## src/rtl/count_event_monitor_pkg.sv

```systemverilog
// Shared definitions for the count event monitor: flag bit positions,
// the event record layout and the expected-next-count helper.
// No ports; imported by count_event_monitor and its bench.
package cnt_mon_pkg;

  // Bit positions inside the 3-bit flag field of an event record.
  localparam int FLG_THRESH = 0;
  localparam int FLG_WRAP   = 1;
  localparam int FLG_ERR    = 2;
  localparam int NFLAGS     = 3;

  // Default counter width used by the record typedef.
  localparam int CW_DEF     = 4;

  typedef struct packed {
    logic [NFLAGS-1:0] flags;
    logic [CW_DEF-1:0] cnt;
  } evt_rec_t;

  // Value the counter should hold one cycle after 'prev' given its enable.
  // Computed at 32 bits; callers truncate to their width, which gives
  // the modulo-2^CW wrap for free.
  function automatic logic [31:0] next_count(input logic [31:0] prev, input logic en);
    return en ? prev + 32'd1 : prev;
  endfunction

endpackage

```

## src/rtl/count_event_monitor_sync_fifo.sv

```systemverilog
// Synchronous FIFO holding event records.
// Ports: clk, rst_n (async active-low), push/push_dat, pop/pop_dat,
// full, empty. Push while full is accepted when a pop happens the same cycle.
module sync_fifo #(
  parameter int W     = 8,
  parameter int DEPTH = 4
) (
  input  logic         clk,
  input  logic         rst_n,
  input  logic         push,
  input  logic [W-1:0] push_dat,
  input  logic         pop,
  output logic [W-1:0] pop_dat,
  output logic         full,
  output logic         empty
);

  localparam int            AW       = $clog2(DEPTH);
  localparam logic [AW:0]   FULL_CNT = (AW+1)'(DEPTH);

  logic [W-1:0]  mem_q [DEPTH];
  logic [AW-1:0] wr_ptr_q, wr_ptr_d;
  logic [AW-1:0] rd_ptr_q, rd_ptr_d;
  logic [AW:0]   cnt_q, cnt_d;
  logic          do_push, do_pop;

  assign empty   = (cnt_q == '0);
  assign full    = (cnt_q == FULL_CNT);
  assign pop_dat = mem_q[rd_ptr_q];

  // Pop frees a slot in the same cycle, so a full FIFO can still accept.
  assign do_pop  = pop && !empty;
  assign do_push = push && (!full || do_pop);

  always_comb begin
    wr_ptr_d = wr_ptr_q;
    rd_ptr_d = rd_ptr_q;
    cnt_d    = cnt_q;
    if (do_push) wr_ptr_d = wr_ptr_q + AW'(1);
    if (do_pop)  rd_ptr_d = rd_ptr_q + AW'(1);
    case ({do_push, do_pop})
      2'b10:   cnt_d = cnt_q + (AW+1)'(1);
      2'b01:   cnt_d = cnt_q - (AW+1)'(1);
      default: cnt_d = cnt_q;
    endcase
  end

  always_ff @(posedge clk or negedge rst_n) begin
    if (!rst_n) begin
      wr_ptr_q <= '0;
      rd_ptr_q <= '0;
      cnt_q    <= '0;
    end else begin
      wr_ptr_q <= wr_ptr_d;
      rd_ptr_q <= rd_ptr_d;
      cnt_q    <= cnt_d;
    end
  end

  // Storage needs no reset: the read side is only meaningful when not empty.
  always_ff @(posedge clk) begin
    if (do_push) mem_q[wr_ptr_q] <= push_dat;
  end

endmodule

```

## src/rtl/count_event_monitor.sv

```systemverilog
// Watches an up-counter's count/enable, flags ERR/WRAP/THRESH events and
// queues {flags, count} records in a FIFO with valid/ready output.
// Ports: clk, reset (async active-low), ctr_reset, enable, count, thresh,
// clr_irq, evt_ready -> evt_valid, evt_data, irq, ovf, wrap_cnt.
module count_event_monitor
  import cnt_mon_pkg::*;
#(
  parameter int CW    = 4,
  parameter int DEPTH = 4,
  parameter int WW    = 8
) (
  input  logic          clk,
  input  logic          reset,
  input  logic          ctr_reset,
  input  logic          enable,
  input  logic [CW-1:0] count,
  input  logic [CW-1:0] thresh,
  input  logic          clr_irq,
  input  logic          evt_ready,
  output logic          evt_valid,
  output logic [CW+2:0] evt_data,
  output logic          irq,
  output logic          ovf,
  output logic [WW-1:0] wrap_cnt
);

  logic [CW-1:0]     prev_count_q, prev_count_d;
  logic              prev_en_q, prev_en_d;
  logic              armed_q, armed_d;
  logic              irq_q, irq_d;
  logic              ovf_q, ovf_d;
  logic [WW-1:0]     wrap_cnt_q, wrap_cnt_d;

  logic              check_en;
  logic [CW-1:0]     exp_count;
  logic [NFLAGS-1:0] flags;
  logic              push, pop_fire, drop;
  logic              fifo_full, fifo_empty;
  logic [CW+2:0]     fifo_dat;

  // A cycle with ctr_reset high (or the first cycle out of reset) leaves
  // prev_count unrelated to the next count, so the next cycle is skipped.
  assign check_en  = armed_q && !ctr_reset;
  assign exp_count = CW'(next_count(32'(prev_count_q), prev_en_q));

  always_comb begin
    flags             = '0;
    flags[FLG_ERR]    = check_en && (count != exp_count);
    flags[FLG_WRAP]   = check_en && prev_en_q && (prev_count_q == '1) && (count == '0);
    // Only the first cycle at the threshold fires; holding there is quiet.
    flags[FLG_THRESH] = check_en && (count == thresh) && (count != prev_count_q);
  end

  assign push     = |flags;
  assign pop_fire = evt_ready && !fifo_empty;
  assign drop     = push && fifo_full && !pop_fire;

  always_comb begin
    prev_count_d = count;
    prev_en_d    = enable;
    armed_d      = !ctr_reset;

    // Set wins over a simultaneous clear.
    irq_d = irq_q;
    if (clr_irq) irq_d = 1'b0;
    if (push)    irq_d = 1'b1;

    ovf_d = ovf_q;
    if (clr_irq) ovf_d = 1'b0;
    if (drop)    ovf_d = 1'b1;

    wrap_cnt_d = wrap_cnt_q;
    if (flags[FLG_WRAP] && (wrap_cnt_q != '1)) wrap_cnt_d = wrap_cnt_q + WW'(1);
  end

  always_ff @(posedge clk or negedge reset) begin
    if (!reset) begin
      prev_count_q <= '0;
      prev_en_q    <= 1'b0;
      armed_q      <= 1'b0;
      irq_q        <= 1'b0;
      ovf_q        <= 1'b0;
      wrap_cnt_q   <= '0;
    end else begin
      prev_count_q <= prev_count_d;
      prev_en_q    <= prev_en_d;
      armed_q      <= armed_d;
      irq_q        <= irq_d;
      ovf_q        <= ovf_d;
      wrap_cnt_q   <= wrap_cnt_d;
    end
  end

  sync_fifo #(
    .W     (CW + 3),
    .DEPTH (DEPTH)
  ) u_fifo (
    .clk      (clk),
    .rst_n    (reset),
    .push     (push),
    .push_dat ({flags, count}),
    .pop      (evt_ready),
    .pop_dat  (fifo_dat),
    .full     (fifo_full),
    .empty    (fifo_empty)
  );

  // Data reads as zero while nothing is queued (including during reset).
  assign evt_valid = !fifo_empty;
  assign evt_data  = fifo_empty ? '0 : fifo_dat;
  assign irq       = irq_q;
  assign ovf       = ovf_q;
  assign wrap_cnt  = wrap_cnt_q;

endmodule
```

## config.mk

```make
export PLATFORM = sky130hd
export DESIGN_NAME = count_event_monitor
export DESIGN_NICKNAME = d
export VERILOG_FILES = /design/src/rtl/count_event_monitor_pkg.sv /design/src/rtl/count_event_monitor_sync_fifo.sv /design/src/rtl/count_event_monitor.sv
export SDC_FILE = /design/constraint.sdc
export NUM_CORES = 1
export LEC_CHECK = 0
export ABC_AREA = 1
export ABC_CLOCK_PERIOD_IN_PS = 4460
export CAP_MARGIN = 30
export CORE_MARGIN = 5
export CORE_UTILIZATION = 33
export CTS_CLUSTER_DIAMETER = 60
export DETAILED_ROUTE_END_ITERATION = 6
export GPL_ROUTABILITY_DRIVEN = 0
export PLACE_DENSITY = 0.52
export SYNTH_ARGS = -nofsm -noshare
export SYNTH_HDL_FRONTEND = slang
export SYNTH_SLANG_ARGS = --single-unit
```

## constraint.sdc

```tcl
create_clock -name clk -period 4.46 [get_ports clk]
set_clock_uncertainty 0.1 [all_clocks]
set_input_delay 0.669 -clock clk [delete_from_list [all_inputs] [get_ports clk]]
set_output_delay 0.669 -clock clk [all_outputs]
set_load 0.03 [all_outputs]
```

==> results_dict.tcl, run 1 <==
set metrics [dict create \
    placed_cells 391 \
    clock_path_buffers 2 \
    rr_worst_depth 15 \
    hp-class "register to register" \
    grt_use_total 0.113 \
    grt_pass1_vias 1797 \
    clock_latency_ns 0.31 \
    cts_resized 0 \
    coreArea_um2 7290 \
    netlist_top_cells_count "nand2_1, nor2_1, inv_1" \
    irDropWorstVdd_uv 119 \
    fin_area_um2 3010 \
    powerDensity_nw_per_um2 496 \
    drtPass1Iterations 4 \
    power_frac_comb 0.386 \
    arrival_ns 2.34 \
    cpMaxStageDelayCell "clkdlybuf4s50_1" \
    setup_ws_ns 1.35 \
    critPathMaxFanout 8 \
    post-cts-setup-buffers 0 \
    grt_pass1_wl_um 8670 \
    hold_viol_final 0 \
    vias 1744 \
    yosysWarnings 0 \
    synthArstFlopShare 0.451 \
    grt_max_degree 24 \
    r2r-end "u_fifo.cnt_q[2]" \
    p_int_mw 0.903 \
    fin_tns_setup_ns 0 \
    crit_type "register to primary output" \
    fin_crit_sh 0.697 \
    cp-endpoint "evt_data[4]" \
    worst-path-stages 5 \
    yosysUniqueCellTypes 29 \
    ys_ff_latch 51 \
    p_clk_frac 0.192 \
    period_minus_slack_ns 3.11 \
    dp_hpwl_um 3530 \
    synth_area_um2 2500 \
    drive_gt1_frac 0.100 \
    p_leak_nw 1.29 \
    max-slew-margin-rel 0.483 \
    syn_avg_cell_area_um2 9.46 \
    fill_cells 756 \
    pin_count 32 \
    wl_per_cell_um 12.5 \
    diodes 0 \
    die_y_um 97.0 \
    cts-root-buf "clkbuf_8" \
    p_switching_mw 0.593 \
    drtIter0Drc 70 \
    cp_top_family "buffers and inverters" \
    synth.yosys.seq_area_share 0.567 \
    synth_edf_count 28 \
    rsz0062_at_grt "false" \
    dieWidth_um 97.0 \
    r2r_start "prev_count_q[1]" \
    outcome "complete, no violations" \
    yosysMostFrequentCell "nand2_1" \
    cts_tree "yes" \
    ant_nets 0 \
    rrSetupSlack_ns 1.78 \
    critical_path_buf_inv_count 2 \
    drc 0 \
    cts.sinks 51 \
    crit_path_end_kind "primary output" \
    io_buffers 31 \
    crit_required_ns 3.69 \
    layout.cells.non_filler 399 \
    clkSlewWorstSetupHoldPaths_ns 0.10 \
    start_util 0.342 \
    netlist.area_leader.share 0.337 \
    dieArea_um2 9400 \
    postCtsHoldBufs 0 \
    maxSlewViolCount 0 \
    slowest_delay_ns 0.71 \
    switching_share 0.396 \
    grt.overflow.total 0 \
    cap_violations 0 \
    p_seq_frac 0.422 \
    syn-num-nets 286 \
    syn_inst 264 \
    placed_area_um2 2920 \
    startpoint "u_fifo.rd_ptr_q[1]" \
    setup_viol 0 \
    yosysTopAreaCell "edfxtp_1" \
    routed_wl_um 4990 \
    fmax_mhz 322 \
    cts_buffers 5 \
    final_nets 321 \
    rows 31 \
    synthToLayoutAreaGrowth_pct 20.8 \
    vias_per_cell 4.37 \
    start_kind "register" \
    synth_area_leaders "edfxtp_1, dfrtp_1, nand2_1" \
    crit_path_cell_trace "clkinv_1, nor2_1, o21ai_0, a21oi_1, clkdlybuf4s50_1" \
    dp_slack_ns 1.03 \
    antenna_found_initial 0 \
    worstMarginPinSlew_ns 0.769 \
    cts_max_level 2 \
    synthFlopType "edfxtp_1" \
]
## power by group through the flow
stage,Sequential [mW],Combinational [mW],Clock [mW]
after floorplan,0.603,0.412,0
after global placement,0.642,0.582,0
after detailed placement,0.643,0.590,0
after CTS,0.633,0.592,0.295
after global routing,0.643,0.656,0.314
final,0.631,0.578,0.287
## sequential cells by signal, summed over array words and instances (netlist names)
| register | cells |
|---|---|
| armed_q | 1 |
| irq | 1 |
| ovf | 1 |
| prev_count_q | 4 |
| prev_en_q | 1 |
| u_fifo.cnt_q | 3 |
| u_fifo.mem_q | 28 |
| u_fifo.rd_ptr_q | 2 |
| u_fifo.wr_ptr_q | 2 |
| wrap_cnt | 8 |
## routing by layer
metal | part of all wire | global-route usage
met5 | 0 | 0
met4 | 0.016 | 0.0421
met2 | 0.46 | 0.180
met3 | 0.036 | 0.0281
met1 | 0.49 | 0.149
## logic make-up after synthesis
group	count (synthesis)	synth area share
AO/OA/AOI/OAI	29	0.0637
XOR/XNOR	11	0.0386
adder cells (fa/ha/maj)	8	0.0431
buffers and inverters	45	0.0702
flip-flops	51	0.567
multiplexers	1	0.00451
AND/OR/NAND/NOR	119	0.213
## worst min-delay path by stage
stage | end | cells past startpoint | slack [ns] | startpoint
after CTS | wrap_cnt[7] | 1 | 0.41 | wrap_cnt[7]
after global placement | wrap_cnt[7] | 1 | 0.39 | wrap_cnt[7]
after global routing | wrap_cnt[4] | 1 | 0.43 | wrap_cnt[4]
after detailed placement | wrap_cnt[7] | 1 | 0.39 | wrap_cnt[7]
after floorplan | armed_q | 0 | 0.27 | reset
final | wrap_cnt[7] | 1 | 0.41 | wrap_cnt[7]
## through the flow
stage                     hold WS [ns]   util  power, mW
after detailed placement         0.391  0.400       1.23
after global placement           0.391  0.400       1.22
after floorplan                  0.273      -       1.01
final                            0.407  0.413       1.50
after CTS                        0.411  0.413       1.52
after global routing             0.426  0.413       1.61
## cell usage in the layout (no fill, tap or decap), types with 2 or more instances in the layout
cell type / instances
ha_1: 7
nor2_4: 2
inv_1: 32
clkinv_1: 3
nand3_1: 9
inv_2: 4
dfrtp_1: 23
clkbuf_8: 5
xor2_1: 6
edfxtp_1: 28
nand2_2: 3
a21oi_1: 9
clkinv_2: 2
nor3_1: 2
nand2_1: 50
xnor2_1: 5
o21ai_0: 17
nor2_2: 4
nand2_4: 2
nor2_1: 44
clkdlybuf4s50_1: 31
inv_6: 2
## area by class of cell
class	instances	area [um2]	share of cell area
Inverter	41	156	0.0519
Tap cell	99	124	0.0411
Timing Repair Buffer	32	318	0.105
Clock inverter	3	26.3	0.00872
Clock buffer	5	68.8	0.0228
Multi-Input combinational cell	168	905	0.300
Sequential cell	51	1420	0.470
## worst register-to-register path: stages (launching register included)
cell	delay [ns]
dfrtp_1	0.45
ha_1	0.30
nand2_1	0.06
nand2_1	0.07
nand2_1	0.04
nand2_1	0.07
nand2_1	0.08
o21ai_4	0.19
nand2_2	0.11
nand2_4	0.11
ha_1	0.15
inv_1	0.06
fa_1	0.37
a21oi_1	0.14
o21ai_0	0.11
xor2_1	0.15
No activity file was read; power rests on OpenSTA's default activity.
==> inputs of run 2 (changes only) <==
--- a/config.mk
+++ b/config.mk
@@ -6,14 +6,14 @@
 export NUM_CORES = 1
 export LEC_CHECK = 0
 export ABC_AREA = 1
-export ABC_CLOCK_PERIOD_IN_PS = 4460
+export ABC_CLOCK_PERIOD_IN_PS = 2600
 export CAP_MARGIN = 30
 export CORE_MARGIN = 5
 export CORE_UTILIZATION = 33
 export CTS_CLUSTER_DIAMETER = 60
 export DETAILED_ROUTE_END_ITERATION = 6
 export GPL_ROUTABILITY_DRIVEN = 0
-export PLACE_DENSITY = 0.52
+export PLACE_DENSITY = 0.54
 export SYNTH_ARGS = -nofsm -noshare
 export SYNTH_HDL_FRONTEND = slang
 export SYNTH_SLANG_ARGS = --single-unit
==> constraint.sdc (replaced) <==
create_clock -name clk -period 2.6 [get_ports clk]
set_clock_uncertainty 0.1 [all_clocks]
set_input_delay 0.39 -clock clk [delete_from_list [all_inputs] [get_ports clk]]
set_output_delay 0.39 -clock clk [all_outputs]
set_load 0.03 [all_outputs]
==> results_dict.tcl, run 2 (same netlist as run 1, synthesis figures left out) <==
set metrics [dict create \
    max-slew-margin-rel 0.619 \
    r2r_start "prev_count_q[0]" \
    critPathMaxFanout 17 \
    irDropWorstVdd_uv 229 \
    layout_common_cells "nand2_1, nor2_1, inv_1" \
    placed_cells 415 \
    hold_depth 1 \
    layout.cells.non_filler 425 \
    multi_input_area_um2 913 \
    routed_wl_um 5110 \
    drc 0 \
    rows 31 \
    clkSlewWorstSetupHoldPaths_ns 0.11 \
    cts_tree "yes" \
    layout_commonest_cell "nand2_1" \
    grt.overflow.total 0 \
    dieWidth_um 97.0 \
    grt_use_total 0.110 \
    placed_area_um2 3110 \
    fin_area_um2 3250 \
    hp-class "primary input to register" \
    outcome "complete, no violations" \
    drtPass1Iterations 4 \
    cts.sinks 51 \
    worst_hold_path.endpoint "prev_count_q[0]" \
    seqCellArea_um2 1420 \
    rrSetupSlack_ns 0.16 \
    fill_cells 739 \
    cap_violations 0 \
    coreArea_um2 7290 \
    powerDensity_nw_per_um2 810 \
    antenna_found_initial 0 \
    vias_per_cell 4.23 \
    io_buffers 31 \
    worstMarginPinSlew_ns 0.567 \
    final_core_util 0.446 \
    start_util 0.342 \
    grt_max_degree 24 \
    fin_hold_ws_ns 0.202 \
    crit_type "register to primary output" \
    arrival_ns 2.01 \
    start_kind "register" \
    drtIter0Drc 41 \
    cts_buffers 5 \
    fin_tns_setup_ns 0 \
    min_from "count[0]" \
    dp_hpwl_um 3740 \
    grt_pass1_vias 1776 \
    r2r-end "u_fifo.cnt_q[2]" \
    wl_per_cell_um 12.0 \
    crit_required_ns 2.11 \
    cts-root-buf "clkbuf_8" \
    clock_path_buffers 2 \
    rr_worst_depth 15 \
    hold_viol_final 0 \
    cts_max_level 2 \
    drive_gt1_frac 0.184 \
    dieArea_um2 9400 \
    ant_nets 0 \
    final_nets 347 \
    period_minus_slack_ns 2.50 \
    fin_crit_sh 0.960 \
    diodes 0 \
    postCtsHoldBufs 0 \
    die_y_um 97.0 \
    vias 1798 \
    largest_reg_flops 28 \
    maxSlewViolCount 0 \
    fmax_mhz 401 \
    synthToLayoutAreaGrowth_pct 30.2 \
    top_register "u_fifo.mem_q" \
    rsz0062_at_grt "true" \
    p_leak_nw 1.51 \
    setup_viol 0 \
    pin_count 32 \
    clock_latency_ns 0.31 \
    grt_pass1_wl_um 8380 \
    crit_path_end_kind "primary output" \
]
## run 2: critical path: stages (launching register included)
cell and delay, ns:
dfrtp_1 0.37, buf_4 0.20, inv_2 0.20, o21ai_0 0.12, a21oi_1 0.14, clkdlybuf4s50_1 0.68
## run 2: per-layer routing
layer	wire length, um	up-vias	global-route usage
li1	-	955	-
met1	2420	815	0.131
met2	2490	23	0.194
met3	139	5	0.0273
met4	63	0	0.0324
met5	0	-	0
## run 2: area by class of cell
cell class,count,area share
Clock buffer,5,0.0212
Clock inverter,3,0.00885
Tap cell,99,0.0381
Multi-Input combinational cell,168,0.281
Timing Repair Buffer,58,0.167
Sequential cell,51,0.436
Inverter,41,0.0481
## run 2: worst max path at each step
stage                       start              end  slack, ns
2_1_floorplan     prev_count_q[0]  u_fifo.cnt_q[2]       0.14
3_3_place_gp             count[2]  u_fifo.cnt_q[2]      -0.29
3_5_place_dp             count[2]  u_fifo.cnt_q[2]      -0.33
4_1_cts                  count[0]  u_fifo.cnt_q[2]      0.007
5_1_grt           prev_count_q[0]  u_fifo.cnt_q[2]      -0.03
6_report       u_fifo.rd_ptr_q[0]      evt_data[0]       0.10
## run 2: repair_timing
| item | CTS | global route |
|---|---|---|
| hold endpoints to repair | 0 | 0 |
| gates resized for setup | 2 | 13 |
| endpoints found under the setup margin | 1 | 8 |
| pin swaps | 0 | 6 |
| setup buffers | 0 | 2 |
## run 2: stage by stage
step / setup slack, ns / total power, mW
after floorplan: 0.137 / 1.74
after CTS: 0.00660 / 2.67
after global routing: -0.0286 / 2.82
after global placement: -0.290 / 2.17
final: 0.104 / 2.63
after detailed placement: -0.330 / 2.18
## run 2: where the power goes
part           switching (mW)  internal (mW)
clock network           0.285          0.200
registers              0.0533          0.966
logic                   0.683          0.445
